==> config.mk <==
export PLATFORM = sky130hd
export DESIGN_NAME = mult_operand_sequencer
export DESIGN_NICKNAME = d
export VERILOG_FILES = /design/src/rtl/mult_operand_sequencer.sv
export SDC_FILE = /design/constraint.sdc
export NUM_CORES = 1
export LEC_CHECK = 0
export ABC_AREA = 1
export ABC_CLOCK_PERIOD_IN_PS = 3200
export CAP_MARGIN = 15
export CORE_UTILIZATION = 47
export DETAILED_ROUTE_END_ITERATION = 8
export GPL_TIMING_DRIVEN = 1
export PLACE_DENSITY_LB_ADDON = 0.1
export RECOVER_POWER = 25
export SYNTH_ARGS = -nofsm -noshare
export SYNTH_HDL_FRONTEND = slang
export SYNTH_SLANG_ARGS = --single-unit
==> constraint.sdc <==
create_clock -name clk -period 3.2 [get_ports clk]
set_input_delay 0.32 -clock clk [delete_from_list [all_inputs] [get_ports clk]]
set_output_delay 0.32 -clock clk [all_outputs]
set_load 0.05 [all_outputs]
==> src/rtl/mult_operand_sequencer.sv <==
// Initiator-side controller for the ciphertext multiplier: streams two operands into the
// multiplier load port, then reads the product coefficients back out on a valid/ready stream.
module mult_operand_sequencer #(
    parameter int CIPHERTEXT_WIDTH = 10,
    parameter int DIMENSION        = 1
) (
    input  logic                        clk,
    input  logic                        rst,
    input  logic                        start,
    output logic                        busy,
    input  logic                        in_valid,
    output logic                        in_ready,
    input  logic [CIPHERTEXT_WIDTH-1:0] in_data,
    output logic [CIPHERTEXT_WIDTH-1:0] mul_entry,
    output logic [DIMENSION:0]          mul_row,
    output logic                        mul_select,
    output logic                        mul_en,
    output logic                        mul_rst_n,
    input  logic [CIPHERTEXT_WIDTH-1:0] mul_result,
    output logic                        out_valid,
    input  logic                        out_ready,
    output logic [CIPHERTEXT_WIDTH-1:0] out_data,
    output logic [DIMENSION:0]          out_index,
    output logic                        done
);

    // Both streams are valid/ready: a beat transfers on a rising edge where valid and ready
    // are both high; the sender holds data stable while valid is high and ready is low.

    localparam int KW = DIMENSION + 1;
    localparam logic [KW-1:0] K_LOAD_LAST = KW'(DIMENSION);
    localparam logic [KW-1:0] K_OUT_LAST  = KW'(2 * DIMENSION);

    typedef enum logic [2:0] {
        IDLE, CLEAR, LOAD_A, LOAD_B, SETTLE, DRAIN, FLUSH
    } state_t;

    state_t        state;
    state_t        state_nxt;
    logic [KW-1:0] k;
    logic          in_hs;
    logic          out_hs;
    logic          capture;

    assign in_hs   = in_valid & in_ready;
    assign out_hs  = out_valid & out_ready;
    assign capture = (state == DRAIN) & (~out_valid | out_ready);

    always_ff @(posedge clk or posedge rst) begin
        if (rst) begin
            state <= IDLE;
        end else begin
            state <= state_nxt;
        end
    end

    always_comb begin
        state_nxt = state;
        busy      = (state != IDLE);
        in_ready  = (state == LOAD_A) || (state == LOAD_B);
        case (state)
            IDLE:    if (start) state_nxt = CLEAR;
            CLEAR:   state_nxt = LOAD_A;
            LOAD_A:  if (in_hs && k == K_LOAD_LAST) state_nxt = LOAD_B;
            LOAD_B:  if (in_hs && k == K_LOAD_LAST) state_nxt = SETTLE;
            SETTLE:  state_nxt = DRAIN;
            DRAIN:   if (capture && k == K_OUT_LAST) state_nxt = FLUSH;
            FLUSH:   if (out_hs) state_nxt = IDLE;
            default: state_nxt = IDLE;
        endcase
    end

    // Clear is registered from the next state so it is low exactly while CLEAR is current.
    always_ff @(posedge clk or posedge rst) begin
        if (rst) begin
            k          <= '0;
            mul_entry  <= '0;
            mul_row    <= '0;
            mul_select <= 1'b0;
            mul_en     <= 1'b0;
            mul_rst_n  <= 1'b0;
            out_valid  <= 1'b0;
            out_data   <= '0;
            out_index  <= '0;
            done       <= 1'b0;
        end else begin
            mul_en    <= in_hs;
            mul_rst_n <= (state_nxt != CLEAR);
            done      <= (state == FLUSH) && out_hs;

            if (in_hs) begin
                mul_entry  <= in_data;
                mul_select <= (state == LOAD_B);
                mul_row    <= k;
                k          <= (k == K_LOAD_LAST) ? '0 : k + KW'(1);
            end

            if (state == CLEAR) begin
                k <= '0;
            end

            if (state == SETTLE) begin
                k       <= '0;
                mul_row <= '0;
            end

            // During DRAIN mul_row always equals k, so mul_result is the coefficient at k.
            if (capture) begin
                out_valid <= 1'b1;
                out_data  <= mul_result;
                out_index <= k;
                if (k == K_OUT_LAST) begin
                    k <= '0;
                end else begin
                    k       <= k + KW'(1);
                    mul_row <= k + KW'(1);
                end
            end else if (out_hs) begin
                out_valid <= 1'b0;
            end
        end
    end

endmodule

# After elaboration in Yosys (flattened, before gate mapping)

Cells that the tools add are included.

Flip-flop bits (word level): 34
Input port bits: 25
Output and inout port bits: 31
Word-level logic and storage cells: 52

$add $sub $neg: 1
Equality and inequality tests: 9
Multiplexer cells: 18
Bitwise gates (word level): 5
Reduce and logical (&&, ||, !) cells: 8

Operators by type and width:

| cell                                                  | count |
|---|---|
| one-hot mux 3 bit (7 select lines)                    | 1 |
| two-way mux 2 bit                                     | 10 |
| two-way mux 3 bit                                     | 5 |
| == test 3 bit, second input constant                  | 3 |
| == test 3 x 2 -> 1 bit, second input constant         | 2 |
| nonzero test 4 bit                                    | 1 |
| bitwise AND 1 bit                                     | 3 |
| == test 3 x 1 -> 1 bit, second input constant         | 1 |
| logical AND 1 bit                                     | 3 |
| zero test 3 bit                                       | 1 |
| inequality test 3 x 1 -> 1 bit, second input constant | 1 |
| nonzero test 3 bit                                    | 1 |
| adder 2 x 1 -> 2 bit, second input constant           | 1 |
| == test 2 x 1 -> 1 bit, second input constant         | 1 |
| == test 2 bit, second input constant                  | 1 |
| two-way mux 1 bit                                     | 2 |
| nonzero test 2 bit                                    | 1 |
| logical OR 1 bit                                      | 1 |
| NOT 1 bit                                             | 1 |
| bitwise OR 1 bit                                      | 1 |

# Longest topological paths before layout

Gate-level depths: netlist (run 1).

Depth after elaboration: 7
Mapped depth: 9
Depth with buffers taken out: 9

# Worst setup path after synthesis (run 1)

Ideal clock, no wire load.

Kind: flip-flop to flip-flop
From: reg out_valid
To: reg k[1]
Setup time: 0.122 ns
Data arrival time: 1.407 ns
Required time: 3.078 ns
Path slack: 1.671 ns
Stages on the path, launching flop included: 8
Buffers on the path: 0
Path through: dfrtp_1 -> inv_1 -> nor2_1 -> nor2_8 -> inv_2 -> nand3_2 -> nand2_1 -> o21ai_1

Longest elaborated chain between the ends: 4
Elaborated cells between the ends (all ways): 5

RTL lines:

| element                                                                  | line | RTL |
|---|---|---|
| start: declaration                                                       | 20   | `output logic out_valid,` |
| start signal: assignment                                                 | 82   | `out_valid <= 1'b0;` |
| start signal: assignment                                                 | 109  | `out_valid <= 1'b1;` |
| start signal: assignment                                                 | 119  | `out_valid <= 1'b0;` |
| NOT 1 bit (*)                                                            | 47   | `assign capture = (state == DRAIN) & (~out_valid \| out_ready);` |
| bitwise OR 1 bit (*)                                                     | 47   |  |
| bitwise AND 1 bit (*)                                                    | 47   |  |
| nonzero test 4 bit (no line) / two-way mux 2 bit (equally long branches) | -    |  |
| end signal: assignment                                                   | 95   | `k <= (k == K_LOAD_LAST) ? '0 : k + KW'(1);` |
| end signal: assignment                                                   | 115  | `k <= k + KW'(1);` |
| end: declaration                                                         | 40   | `logic [KW-1:0] k;` |

Every way passes the cells marked *; elsewhere a longest branch is shown, timed or not.
A chain may end at the register's enable or synchronous reset.

# Worst setup path after layout (run 1)

From: reg state[2]
To: out in_ready

Longest elaborated chain between the ends: 2
Elaborated cells between the ends (all ways): 3

RTL lines:

| element                  | line | RTL |
|---|---|---|
| start: declaration       | 38   | `state_t state;` |
| start signal: assignment | 53   | `state <= state_nxt;` |
| == test 3 x 2 -> 1 bit   | 60   | `in_ready = (state == LOAD_A) \|\| (state == LOAD_B);` |
| logical OR 1 bit (*)     | 60   |  |
| end: declaration         | 12   | `output logic in_ready,` |

Marked as above.

==> results of run 1 <==
power breakdown:
part	switching, W	internal [W]	total, W
registers	0.000118	0.000616	0.000734
clock network	0.000132	0.000182	0.000314
logic	0.00101	0.000459	0.00147
area by class of cell:
type	instances	area [sq um]
multi-input combinational	123	545.5
inverter	14	52.55
tap	44	55.05
clock buffer	6	51.30
timing repair buffer	56	554.3
fill	242	888.4
sequential	34	850.8
clock inverter	1	30.03
critical path, stage by stage (launching register included):
cell,delay (ps)
dfrtp_1,480
inv_2,140
nand3_1,150
nand2_2,140
clkdlybuf4s50_1,810
cells in the mapped netlist:
library cell,number
a21oi_1,3
a21oi_2,1
buf_4,3
buf_6,1
dfrtp_1,34
inv_1,11
inv_2,3
nand2_1,84
nand2_2,2
nand2_4,1
nand3_1,7
nand3_2,2
nand4_1,4
nor2_1,8
nor2_2,2
nor2_8,1
o21ai_0,7
o21ai_1,1
metal layers:
layer  vias to the layer above  routed length, um
met5                         -                  0
met4                         0                 22
met3                         2                267
met2                        64               1739
met1                       653               1511
li1                        661                  -
logic make-up (layout without fill, tap and decap cells):
kind of cell | after synthesis | after routing
AND/OR/NAND/NOR | 111 | 111
flip-flops | 34 | 34
buffers and inverters | 18 | 77
AO/OA/AOI/OAI | 12 | 12
path summary, 6_finish.rpt:
kind	startpoint	endpoint	cells past startpoint
max	state[2]	in_ready	4
min	out_data[5]	out_data[5]	2
max reg2reg	state[2]	state[1]	6
min reg2reg	out_data[5]	out_data[5]	2
max in group asynchronous	rst	out_data[5]	3
min in group asynchronous	rst	out_data[1]	3
state kept, by name, indices dropped and copies added, names as in the netlist:
signal / count
done: 1
k: 2
mul_en: 1
mul_entry: 10
mul_row: 2
mul_rst_n: 1
mul_select: 1
out_data: 10
out_index: 2
out_valid: 1
state: 3
per-stage QoR:
step                total power (W)  util (%)
floorplan                  0.001724         -
global placement           0.002163     68.10
detailed placement         0.002209     68.10
CTS                        0.002531     70.79
global route               0.002657     70.66
finish                     0.002516     70.66
==> flow_summary.yaml, run 1 <==
clocking:
  cts_htree_levels: 2
  cts_tree: "done"
  hold_buffers: 0
  postCtsSetupBuffers: 0
  ctsResizeCount: 0
  clock-sinks: 34
  cts-buffers-inserted: 5
  clockBufferDepth: 2
  cts-root-buf: "clkbuf_4"
  clk_pin_slew_ps: 100
  insertion_delay_ps: 320
yosys:
  synth_fp_nets: 200
  yosysTopAreaCellShare_pct: 57.38
  synth_mux_area_share_pct: 0
  synth_fa_ha_area_share_pct: 0
  ys_seq_area_share_pct: 57.38
  synth-xor-area-share_pct: 0
  synth_compound_area_share_pct: 4.304
  synthSimpleGateAreaFrac_pct: 32.49
  synth_top_family_by_area: "simple AND/OR/NAND/NOR gates"
  syn_avg_cell_area_sq_um: 8.472
  synth.area.top_cells: "dfrtp_1 (57%), nand2_1 (21%), inv_1 (2.8%), nand3_1 (2.4%), o21ai_0 (2.4%)"
  synth.distinct_cells: 18
  syn-cell-area_sq_um: 1483
  synth-warning-count: 0
  synth_top_area_cell: "dfrtp_1"
  synth_seq_cells: 34
  syn_inst: 175
global_routing:
  grt_max_degree: 35
  grtUsageMet1_pct: 28.72
  grt_pass1_vias: 1264
  met3_usage_pct: 7.366
  met2_usage_pct: 38.42
  overflow: 0
  busiest_layer: "met2"
  antenna_found_initial: 0
  grt_pass1_wl_um: 5747
  track_usage_pct: 23.08
status:
  violations: "capacitance limit, slew limit"
  outcome: "finished with violations"
detailed_routing:
  dr.first_iter.drc_count: 78
  avgRoutedWirePerCell_um: 12.74
  drc: 0
  viasPerCell: 4.964
  drt_first_pass_iters: 4
  num_vias: 1380
  routed_wl_um: 3541
  final_antenna_net_count: 0
sta:
  fin_ws_ps: 837.3
  fmax_ghz: 0.4232
  worst_slew_pin_slew_ps: 1753
  rsz0062_at_grt: "no"
  fin_skew_ps: 8.543
  setup_violations: 0
  final.period_utilization_pct: 73.84
  slew_viol_final: 35
  maxSlewHeadroom_pct: -16.85
  hold-worst-slack_ps: 476.6
  finalHoldViolCount: 0
  setup_tns_ps: 0
  period_minus_slack_ps: 2363
final_layout:
  layout.nets: 259
  finalInstanceArea_sq_um: 2140
  layout_commonest_cell: "nand2_1"
  finalNonFillerCells: 278
  diodes: 0
  final_cell_mix: "nand2_1 (84), clkdlybuf4s50_1 (54), dfrtp_1 (34)"
  areaGrowthSynthToFinish_pct: 44.30
  drive_gt1_share_pct: 8.120
floorplanning:
  initial_core_util_pct: 48.97
  std_cell_rows: 20
  coreArea_sq_um: 3028
  die_h_um: 58.17
  die_area_sq_um: 3383
  ios: 56
  die_w_um: 58.17
placement:
  detailedPlace.worstSlack_ps: 1229
  gp_congestion: 0.9577
  dp.cells: 271
  place_area_sq_um: 2062
  numPortBuffers: 55
  place_hpwl_um: 2571
flow_run:
  cap_violations: 1
critical_path:
  startpoint_type: "flip-flop"
  required_ps: 2880
  crit_path_max_fanout: 6
  critPathArrivalTime_ps: 2040
  end_kind: "output pin"
  regToRegSetupSlack_ps: 1390
  path_class: "reg2out"
pwr:
  cellLeakagePower_nw: 1.055
  power.density_nw_per_um2: 1176
  peakVddDrop_mv: 0.7499
min_path:
  hold_path_class: "reg2reg"
(Power assumes the default switching activity.)
==> inputs of run 2 (changes only) <==
- ABC_CLOCK_PERIOD_IN_PS: 3200 -> 2300
- CORE_UTILIZATION: 47 -> 43
- clock period: 3.2 -> 2.3 ns (I/O delays scaled with it)
==> flow_summary.yaml, run 2 (synthesis results as in run 1) <==
sta:
  hold-worst-slack_ps: 423.3
  maxSlewHeadroom_pct: 65.19
  final.period_utilization_pct: 87.83
  fin_skew_ps: 9.397
  rsz0062_at_grt: "no"
  setup_violations: 0
  setup_tns_ps: 0
  fmax_ghz: 0.4950
  slew_viol_final: 0
  worst_slew_pin_slew_ps: 520.6
  finalHoldViolCount: 0
  period_minus_slack_ps: 2020
clocking:
  clockBufferDepth: 2
  cts_tree: "done"
  insertion_delay_ps: 330
  hold_buffers: 0
  ctsResizeCount: 0
  clock-sinks: 34
  postCtsSetupBuffers: 0
  cts_htree_levels: 2
  cts-buffers-inserted: 5
  cts-root-buf: "clkbuf_4"
  clk_pin_slew_ps: 100
global_routing:
  grt_pass1_wl_um: 5720
  grt_pass1_vias: 1284
  antenna_found_initial: 0
  overflow: 0
  grt_max_degree: 35
  track_usage_pct: 21.68
final_layout:
  final_cell_mix: "nand2_1 (84), clkdlybuf4s50_1 (53), dfrtp_1 (34)"
  layout.nets: 260
  largestRegisters: "mul_entry (10), out_data (10), state (3)"
  finalInstanceArea_sq_um: 2132
  finalNonFillerCells: 280
  diodes: 0
  areaGrowthSynthToFinish_pct: 43.80
  layout_commonest_cell: "nand2_1"
  drive_gt1_share_pct: 8.898
critical_path:
  crit_start: "state[1]"
  critical-path-top-delay-family: "buffers and inverters"
  crit_path_max_fanout: 7
  end_kind: "output pin"
  worst_r2r_startpoint: "state[1]"
  startpoint_type: "flip-flop"
  path_class: "reg2out"
  critPathArrivalTime_ps: 1790
  cpMaxStageDelayCell: "clkdlybuf4s50_1"
  crit_chain: "nor2_1 > nand2_1 > clkdlybuf4s50_1"
  required_ps: 2070
  crit_buf_inv: 1
  critPathMaxStageDelay_ps: 790
detailed_routing:
  final_antenna_net_count: 0
  avgRoutedWirePerCell_um: 12.55
  viasPerCell: 4.768
  num_vias: 1335
  drc: 0
  dr.first_iter.drc_count: 47
  routed_wl_um: 3514
  drt_first_pass_iters: 4
floorplanning:
  std_cell_rows: 20
  coreArea_sq_um: 3153
  ios: 56
  die_w_um: 60.72
  die_area_sq_um: 3687
  die_h_um: 60.72
  initial_core_util_pct: 47.02
status:
  outcome: "finished, final reports clean"
placement:
  dp.cells: 272
  numPortBuffers: 55
  gp_congestion: 0.9026
  place_hpwl_um: 2660
  place_area_sq_um: 2069
pwr:
  peakVddDrop_mv: 0.7235
  power.density_nw_per_um2: 1600
  cellLeakagePower_nw: 1.065
min_path:
  hold_path_class: "in2async"
flow_run:
  cap_violations: 0
## run 2: cell types whose count changed in the layout (fill, tap and decap cells not counted), sizes merged
| cell | change |
|---|---|
| buf | +2 |
| bufinv | -1 |
| clkdlybuf4s50 | -1 |
| clkinv | +1 |
| dlymetal6s2s | +1 |
## run 2: worst min-delay path, delay by kind of cell
kind,cells,cell delay (ps)
buffers and inverters,3,960
## run 2: layout make-up
| cell class | instances | area, sq um |
|---|---|---|
| clock inverter | 1 | 5.005 |
| inverter | 14 | 52.55 |
| fill | 269 | 1021 |
| timing repair buffer | 57 | 568.0 |
| multi-input combinational | 123 | 545.5 |
| tap | 44 | 55.05 |
| sequential | 34 | 850.8 |
| clock buffer | 7 | 55.05 |
## run 2: power breakdown
| group | internal (W) | switching [W] | leakage [nW] |
|---|---|---|---|
| combinational | 0.000646 | 0.00140 | 0.601 |
| clock | 0.000148 | 0.000191 | 0.0353 |
| sequential | 0.000858 | 0.000166 | 0.429 |
| total | 0.00165 | 0.00176 | 1.07 |
## run 2: layer usage
layer,vias to the layer above,part of all wire (%),GRT usage (%)
met3,6,6.2,5.970
li1,663,-,-
met4,0,1.2,7.792
met5,-,0,0
met2,45,53,38.78
met1,621,40,24.83
## run 2: path summary, 6_finish.rpt
kind / endpoint / slack (ps) / cells after the start
min: out_data[1] / 420 / 3
max reg2reg: mul_row[1] / 740 / 8
min in group clk: mul_entry[5] / 430 / 3
min reg2reg: out_data[1] / 480 / 2
max in group asynchronous: out_data[8] / 1570 / 3
max: busy / 280 / 3
## run 2: through the flow
step / setup slack, ps / utilization, % / total power (W)
floorplan: 770.8 / - / 0.002399
global placement: 469.9 / 65.63 / 0.003028
detailed placement: 395.6 / 65.63 / 0.003096
CTS: 7.853 / 67.54 / 0.003437
global route: 195.5 / 67.62 / 0.003628
finish: 280.0 / 67.62 / 0.003412
==> inputs of run 3 (changes only) <==
- CORE_UTILIZATION: 43 -> 61
- DONT_BUFFER_PORTS: not set -> 1
==> flow_summary.yaml, run 3 (synthesis results as in run 1) <==
detailed_routing:
  viasPerCell: 5.601
  final_antenna_net_count: 0
  drc: 0
  avgRoutedWirePerCell_um: 13.92
  drt_first_pass_iters: 4
  routed_wl_um: 2964
  dr.first_iter.drc_count: 32
  num_vias: 1193
final_layout:
  n_fill_cell: 161
  areaGrowthSynthToFinish_pct: 7.426
  drive_gt1_share_pct: 10.27
  final_cell_mix: "nand2_1 (85), dfrtp_1 (34), inv_1 (11)"
  layout_commonest_cell: "nand2_1"
  largestRegisters: "mul_entry (10), out_data (10), state (3)"
  diodes: 0
  layout.nets: 209
clocking:
  cts_htree_levels: 2
  cts-buffers-inserted: 5
  cts-root-buf: "clkbuf_4"
  insertion_delay_ps: 330
  cts_tree: "done"
  clock-sinks: 34
  clockBufferDepth: 2
  clk_pin_slew_ps: 100
flow_run:
  cap_violations: 0
placement:
  place_hpwl_um: 2122
  gp_congestion: 0.9951
  numPortBuffers: 0
sta:
  maxSlewHeadroom_pct: 55.38
  finalHoldViolCount: 0
  period_minus_slack_ps: 1693
  fmax_ghz: 0.5907
  final.period_utilization_pct: 73.61
  worst_slew_pin_slew_ps: 669.4
  setup_tns_ps: 0
  fin_skew_ps: 3.446
  rsz0062_at_grt: "no"
  setup_violations: 0
  slew_viol_final: 0
critical_path:
  cpMaxStageDelayCell: "a21oi_2"
  end_kind: "flip-flop"
  endpoint: "state[0]"
  crit_path_max_fanout: 13
  crit_top_cell: "nand2_1"
  critPathArrivalTime_ps: 1900
  startpoint_type: "flip-flop"
  crit_chain: "inv_2 > nand3_1 > a21oi_2 > nand2_1 > nand2_1 > nand4_1"
  worst_r2r_startpoint: "state[2]"
  rr_worst_depth: 6
  regToRegSetupSlack_ps: 610
  critPathMaxStageDelay_ps: 510
  required_ps: 2510
  crit_start: "state[2]"
  timing.rr.end: "state[0]"
  path_class: "reg2reg"
floorplanning:
  die_w_um: 51.30
  initial_core_util_pct: 65.76
  die_h_um: 51.30
  std_cell_rows: 17
  coreArea_sq_um: 2255
  die_area_sq_um: 2632
  ios: 56
global_routing:
  antenna_found_initial: 0
  grt_max_degree: 19
  grt_pass1_vias: 1065
  grt_pass1_wl_um: 4602
  overflow: 0
  track_usage_pct: 24.79
min_path:
  hold_path_class: "in2reg"
status:
  outcome: "finished, final reports clean"
-- run 3: worst min-delay path by stage --
stage,depth (start not counted),slack [ps],endpoint,start
2_1_floorplan,1,330,mul_rst_n,start
3_3_place_gp,1,220,out_data[5],rst
3_5_place_dp,1,230,out_data[5],rst
4_1_cts,2,2,mul_entry[0],in_data[0]
5_1_grt,2,2,out_data[3],mul_result[3]
6_report,2,7,mul_entry[0],in_data[0]
-- run 3: cell type report --
type	instances	area (sq um)	share of cell area [%]
Clock buffer	7	55.05	3.456
Timing Repair Buffer	6	51.30	3.221
Sequential cell	34	850.8	53.42
Clock inverter	1	5.005	0.3142
Tap cell	28	35.03	2.200
Inverter	14	52.55	3.299
Multi-Input combinational cell	123	543.0	34.09
-- run 3: per-layer routing --
layer,GRT usage [%],up-vias,routed length [um]
li1,-,560,-
met1,31.24,553,1242
met2,36.62,72,1345
met3,11.01,8,322
met4,11.26,0,54
met5,0,-,0
-- run 3: critical path, delay by kind of cell (launching register included) --
| kind | cells | cell delay (ps) |
|---|---|---|
| AOI/OAI and AO/OA | 1 | 510 |
| DFF | 1 | 450 |
| and+or+nand+nor | 4 | 500 |
| buffers and inverters | 1 | 120 |
-- run 3: what timing repair did --
action | in CTS | in global routing
resized for setup | 0 | 0
hold buffers | 3 | 1
hold endpoints to repair | 18 | 1
setup buffers | 0 | 0
setup endpoints to repair | 0 | 0
-- run 3: metrics by stage --
| step | setup slack (ps) | hold WS [ps] | utilization (%) | cells | instance area (sq um) |
|---|---|---|---|---|---|
| after floorplan | 770.8 | 328.0 | - | 175 | 1483 |
| after global placement | 730.9 | 216.2 | 66.48 | 201 | 1499 |
| after detailed placement | 647.5 | 226.7 | 66.48 | 201 | 1499 |
| after CTS | 645.9 | 1.985 | 70.48 | 212 | 1589 |
| after global routing | 497.3 | 2.266 | 70.64 | 213 | 1593 |
| final | 607.1 | 7.241 | 70.64 | 213 | 1593 |
Power of run 3 is not shown: default switching activity piles up to over one toggle a cycle in this logic, so the estimate is an artifact.
